## config.mk

```make
export PLATFORM = sky130hd
export DESIGN_NAME = sdram_arbiter
export DESIGN_NICKNAME = d
export VERILOG_FILES = /design/src/rtl/sdram_arbiter.sv
export SDC_FILE = /design/constraint.sdc
export NUM_CORES = 1
export LEC_CHECK = 0
export BUFFER_PORTS_ARGS = -buffer_cell sky130_fd_sc_hd__buf_2
export CAP_MARGIN = 20
export CORE_MARGIN = 2
export CORE_UTILIZATION = 30
export DETAILED_ROUTE_END_ITERATION = 10
export PLACE_DENSITY = 0.52
export RECOVER_POWER = 25
export SYNTH_ARGS = -nofsm -noshare
export SYNTH_HDL_FRONTEND = slang
export SYNTH_SLANG_ARGS = --single-unit
export TNS_END_PERCENT = 100
```

## constraint.sdc

```tcl
create_clock -name CLK -period 6.05 [get_ports CLK]
set_clock_uncertainty 0.2 [all_clocks]
set_input_delay 0.3025 -clock CLK [delete_from_list [all_inputs] [get_ports CLK]]
set_output_delay 0.3025 -clock CLK [all_outputs]
set_load 0.005 [all_outputs]
```

## src/rtl/sdram_arbiter.sv

```systemverilog
// sdram_arbiter: shares the SDRAM command engine between the CPU port, the DMA
// port and periodic auto-refresh. Keeps a saturating backlog of refresh ticks,
// issues one-cycle start strobes with a source select, and watches each engine
// transaction with a watchdog that forces completion if the engine hangs.
// Optional build macro: ARB_FAIRNESS_EN (DMA outranks CPU after STARVE_LIMIT
// consecutive CPU grants made while DMA was waiting).
module sdram_arbiter #(
   parameter int REF_MAX      = 4,
   parameter int TIMEOUT      = 63,
   parameter int STARVE_LIMIT = 3
) (
   input  logic       CLK,
   input  logic       RESET,
   input  logic       READY,
   input  logic       REQ_CPU,
   input  logic       REQ_DMA,
   input  logic       REFRESH_TICK,
   input  logic       ENG_DONE,
   output logic       ENG_START,
   output logic [1:0] ENG_SEL,
   output logic       GNT_CPU,
   output logic       GNT_DMA,
   output logic       ACK_CPU,
   output logic       ACK_DMA,
   output logic       REF_OVF,
   output logic       TMO_ERR
);

   typedef enum logic [1:0] {IDLE, START, BUSY, DONE} state_t;

   localparam logic [1:0] SEL_CPU    = 2'b00;
   localparam logic [1:0] SEL_DMA    = 2'b01;
   localparam logic [1:0] SEL_REF    = 2'b10;
   localparam logic [2:0] REF_LVL    = 3'(REF_MAX);
   localparam logic [5:0] WDOG_LAST  = 6'(TIMEOUT - 1);
   localparam logic [1:0] STARVE_MAX = 2'(STARVE_LIMIT);

`ifdef ARB_FAIRNESS_EN
   localparam bit FAIR_EN = 1'b1;
`else
   localparam bit FAIR_EN = 1'b0;
`endif

   state_t     state;
   state_t     state_next;
   logic [1:0] sel_next;
   logic       sel_load;
   logic [2:0] pending;
   logic       tick_q;
   logic       tick_rise;
   logic       ref_dec;
   logic [5:0] wdog;
   logic       wdog_fire;
   logic [1:0] starve;
   logic       dma_first;
   logic       cpu_grant;
   logic       dma_grant;

   assign tick_rise = REFRESH_TICK & ~tick_q;
   assign wdog_fire = (state == BUSY) && !ENG_DONE && (wdog == WDOG_LAST);
   assign ref_dec   = (ENG_SEL == SEL_REF) && (ENG_DONE || wdog_fire);
   assign dma_first = FAIR_EN && (starve == STARVE_MAX);
   assign cpu_grant = sel_load && (sel_next == SEL_CPU);
   assign dma_grant = sel_load && (sel_next == SEL_DMA);

   assign ENG_START = (state == START);
   assign GNT_CPU   = ((state == START) || (state == BUSY)) && (ENG_SEL == SEL_CPU);
   assign GNT_DMA   = ((state == START) || (state == BUSY)) && (ENG_SEL == SEL_DMA);
   assign ACK_CPU   = (state == DONE) && (ENG_SEL == SEL_CPU);
   assign ACK_DMA   = (state == DONE) && (ENG_SEL == SEL_DMA);

   // State register and the source select latched at the moment of a grant
   always_ff @(posedge CLK or negedge RESET) begin
      if (!RESET) begin
         state   <= IDLE;
         ENG_SEL <= SEL_CPU;
      end else begin
         state <= state_next;
         if (sel_load) ENG_SEL <= sel_next;
      end
   end

   // Arbitration and transaction sequencing
   always_comb begin
      state_next = state;
      sel_next   = ENG_SEL;
      sel_load   = 1'b0;
      case (state)
         IDLE: begin
            if (!READY) begin
               sel_load = 1'b1;
               if (pending == REF_LVL)        sel_next = SEL_REF;
               else if (REQ_DMA && dma_first) sel_next = SEL_DMA;
               else if (REQ_CPU)              sel_next = SEL_CPU;
               else if (REQ_DMA)              sel_next = SEL_DMA;
               else if (pending != 3'd0)      sel_next = SEL_REF;
               else                           sel_load = 1'b0;
               if (sel_load) state_next = START;
            end
         end
         START:   state_next = BUSY;
         BUSY:    if (ENG_DONE || wdog_fire) state_next = DONE;
         DONE:    state_next = IDLE;
         default: state_next = IDLE;
      endcase
   end

   // Watchdog: restarted on each start strobe, counts cycles spent in BUSY
   always_ff @(posedge CLK or negedge RESET) begin
      if (!RESET) begin
         wdog    <= 6'd0;
         TMO_ERR <= 1'b0;
      end else begin
         if (state == START)     wdog <= 6'd0;
         else if (state == BUSY) wdog <= wdog + 6'd1;
         if (wdog_fire) TMO_ERR <= 1'b1;
      end
   end

   // Refresh backlog: a tick and a refresh completion in one cycle cancel out
   always_ff @(posedge CLK or negedge RESET) begin
      if (!RESET) begin
         tick_q  <= 1'b0;
         pending <= 3'd0;
         REF_OVF <= 1'b0;
      end else begin
         tick_q <= REFRESH_TICK;
         if (tick_rise && !ref_dec) begin
            if (pending == REF_LVL) REF_OVF <= 1'b1;
            else                    pending <= pending + 3'd1;
         end else if (ref_dec && !tick_rise && pending != 3'd0) begin
            pending <= pending - 3'd1;
         end
      end
   end

   // Starvation tracking: counts CPU wins while DMA is kept waiting
   always_ff @(posedge CLK or negedge RESET) begin
      if (!RESET) begin
         starve <= 2'd0;
      end else if (!REQ_DMA || dma_grant) begin
         starve <= 2'd0;
      end else if (cpu_grant && starve != STARVE_MAX) begin
         starve <= starve + 2'd1;
      end
   end

endmodule
```

==> impl_metrics.sql <==
INSERT INTO impl_metrics (metric_group, metric, value, unit) VALUES
('clock_tree', 'cts.reportedPaths.clkPinSlew', '100', 'ps'),
('global_route', 'overflow', '0', ''),
('routing', 'post-route-drc-count', '0', ''),
('global_route', 'first_global_vias', '706', ''),
('global_route', 'track_usage', '0.1202', ''),
('routing', 'post_drt_wl_per_cell', '12.11', 'um'),
('yosys', 'post_synth_inst_count', '95', ''),
('global_route', 'initial_antenna_violation_count', '0', ''),
('yosys', 'synth_fp_nets', '109', ''),
('routing', 'vias_per_inst', '4.778', ''),
('run', 'cap_viol_max_count', '0', ''),
('setup_path', 'critical-path-top-delay-family', 'adder cells', ''),
('timing', 'slack_of_the_critical_path', '3830', 'ps'),
('timing', 'final_setup_vio_count', '0', ''),
('placement', 'gpl.final_weighted_congestion', '0.7892', ''),
('layout', 'most_common_cell_after_layout_fill_and_taps_aside', 'sky130_fd_sc_hd__dfrtp_1', ''),
('clock_tree', 'clock_tree_from_tritoncts', 'yes', ''),
('layout', 'mostFrequentLayoutCells', 'sky130_fd_sc_hd__dfrtp_1, sky130_fd_sc_hd__buf_2, sky130_fd_sc_hd__inv_1, sky130_fd_sc_hd__nand2_1, sky130_fd_sc_hd__ha_1', ''),
('layout', 'num-nets-final', '129', ''),
('yosys', 'yosys_warnings', '0', ''),
('pwr', 'p_sw_frac', '0.4289', ''),
('pwr', 'power.share.combinational', '0.466', ''),
('routing', 'postRouteWirelength', '1913', 'um'),
('die', 'num_rows', '20', ''),
('placement', 'place_area', '0.001070', 'sq mm'),
('timing', 'timing.slew.headroom', '0.4189', ''),
('clock_tree', 'cts_hold_buffers', '2', ''),
('setup_path', 'regToRegStartpoint', 'state[0]', ''),
('yosys', 'synth_largest_area_cell', 'sky130_fd_sc_hd__dfrtp_1', ''),
('pwr', 'register_share_of_total_power', '0.399', ''),
('setup_path', 'endpoint_kind', 'output port', ''),
('setup_path', 'worst-path-stages', '5', ''),
('clock_tree', 'cts-resized-gates', '0', ''),
('setup_path', 'crit_path_frequent_cell', 'sky130_fd_sc_hd__inv_1', ''),
('die', 'fp.dieH', '60.23', 'um'),
('yosys', 'syn_avg_cell_area', '9.983', 'sq um'),
('routing', 'first_pass_iters', '4', ''),
('timing', 'setup_tns', '0', 'ps'),
('setup_path', 'crit_path_start', 'state[0]', ''),
('setup_path', 'worst-path-buf-inv', '3', ''),
('setup_path', 'r2r.worst_path.cells', '6', ''),
('timing', 'rsz0062_at_grt', 'false', ''),
('yosys', 'synth.area.top_cells', 'sky130_fd_sc_hd__dfrtp_1, sky130_fd_sc_hd__ha_1, sky130_fd_sc_hd__inv_1, sky130_fd_sc_hd__nand2_1, sky130_fd_sc_hd__a21oi_1', ''),
('timing', 'finalHoldViolations', '0', ''),
('pwr', 'p_leak', '0.5191', 'nW'),
('placement', 'place_ws', '3962', 'ps'),
('setup_path', 'critical_path_arrival', '1720', 'ps'),
('setup_path', 'critical_path_required', '5550', 'ps'),
('worst_hold_path', 'hp-class', 'in -> reg', ''),
('yosys', 'ys_seq_elements', '16', ''),
('setup_path', 'cp-endpoint', 'GNT_DMA', ''),
('pwr', 'power-per-cell-area', '466.5', 'mW/mm^2'),
('global_route', 'wire_length_of_the_first_global_routing_pass', '3215', 'um'),
('timing', 'timing.final.crit_share', '0.3669', ''),
('clock_tree', 'cts.repair_timing.setup_buffer_count', '0', ''),
('placement', 'portBuffers', '15', ''),
('yosys', 'synthesis.area', '948.4', 'sq um'),
('run_status', 'result_of_the_run', 'complete, no violations', ''),
('setup_path', 'cp_slowest_stage_delay', '440', 'ps'),
('die', 'pin_count', '16', ''),
('die', 'fp.dieArea', '0.003627', 'sq mm'),
('clock_tree', 'numCtsBuffers', '3', ''),
('routing', 'detailedRoute.firstIterationViolations', '14', ''),
('layout', 'final_util', '0.3715', ''),
('routing', 'vias', '755', ''),
('pwr', 'ir_worst_vdd', '0.0001988', 'V'),
('die', 'initial_core_utilization', '0.3132', ''),
('setup_path', 'path_max_fanout', '9', ''),
('clock_tree', 'clock_sink_count', '16', ''),
('yosys', 'synth_cell_type_count', '35', ''),
('yosys', 'synth_largest_type_area_fraction', '0.4222', '');
==> layer usage <==
layer	share of wire	global-route usage
met5	0	0
met4	0.0084	0.05714
met3	0.039	0.02165
met2	0.44	0.1832
met1	0.51	0.1635
==> cell families after synthesis <==
group	count (synthesis)	synth area share
adders and majority gates	7	0.1003
xor gates and xnor gates	3	0.02771
DFF	16	0.4222
buffers and inverters	10	0.04089
muxes	4	0.04485
AOI/OAI and AO/OA	24	0.1781
and+or+nand+nor	31	0.1860
==> per-stage QoR <==
| stage | hold WS [ps] | total power, mW | cells |
|---|---|---|---|
| global route | 24.11 | 0.5798 | 158 |
| detailed placement | 48.25 | 0.4591 | 152 |
| CTS | 24.58 | 0.5326 | 158 |
| floorplan | -193.1 | 0.3805 | 95 |
| finish | 32.75 | 0.5248 | 158 |
| global placement | 49.59 | 0.4524 | 152 |
==> power by group through the flow <==
stage / registers [mW] / clock network [mW] / logic [mW]
after floorplan: 0.194 / 0 / 0.186
after global placement: 0.210 / 0 / 0.242
after detailed placement: 0.211 / 0 / 0.248
after CTS: 0.209 / 0.0740 / 0.250
after global routing: 0.218 / 0.0808 / 0.282
final: 0.209 / 0.0710 / 0.244
==> synthesized netlist by cell type (2+ instances only) <==
| master | number |
|---|---|
| sky130_fd_sc_hd__o22a_1 | 2 |
| sky130_fd_sc_hd__nor2_1 | 4 |
| sky130_fd_sc_hd__o22ai_1 | 2 |
| sky130_fd_sc_hd__inv_1 | 8 |
| sky130_fd_sc_hd__ha_1 | 6 |
| sky130_fd_sc_hd__o31ai_1 | 2 |
| sky130_fd_sc_hd__mux2_1 | 2 |
| sky130_fd_sc_hd__nand3b_1 | 2 |
| sky130_fd_sc_hd__dfrtp_1 | 16 |
| sky130_fd_sc_hd__nor3b_1 | 2 |
| sky130_fd_sc_hd__mux2i_1 | 2 |
| sky130_fd_sc_hd__o21ai_1 | 2 |
| sky130_fd_sc_hd__nor3_1 | 3 |
| sky130_fd_sc_hd__nand2_1 | 8 |
| sky130_fd_sc_hd__nor2b_1 | 3 |
| sky130_fd_sc_hd__nand3_1 | 2 |
| sky130_fd_sc_hd__nand4_1 | 2 |
| sky130_fd_sc_hd__o21bai_1 | 2 |
| sky130_fd_sc_hd__xnor2_1 | 2 |
| sky130_fd_sc_hd__a21oi_1 | 5 |
| sky130_fd_sc_hd__o21ai_0 | 4 |
==> flip-flops by register name (all words and copies together) (netlist names) <==
| signal | flops |
|---|---|
| tick_q | 1 |
| wdog | 6 |
| pending | 3 |
| TMO_ERR | 1 |
| ENG_SEL | 2 |
| REF_OVF | 1 |
| state | 2 |
==> area by class of cell <==
type                    count  area, sq um  share of cell area
inverters                   8        30.03             0.02670
repair buffers             17        93.84             0.08343
well taps                  44        55.05             0.04894
flip-flops and latches     16        400.4              0.3560
clock buffers               4        36.28             0.03226
multi-input cells          69        509.2              0.4527
==> worst min-delay path by stage <==
| stage | endpoint | cells after the start | start | slack (ps) |
|---|---|---|---|---|
| 2_1_floorplan | ENG_SEL[0] | 0 | RESET | -190 |
| 3_3_place_gp | wdog[5] | 1 | RESET | 50 |
| 3_5_place_dp | wdog[5] | 1 | RESET | 50 |
| 4_1_cts | TMO_ERR | 2 | ENG_DONE | 20 |
| 5_1_grt | TMO_ERR | 2 | ENG_DONE | 20 |
| 6_report | TMO_ERR | 2 | ENG_DONE | 30 |
Power figures use the tool's default switching activity.
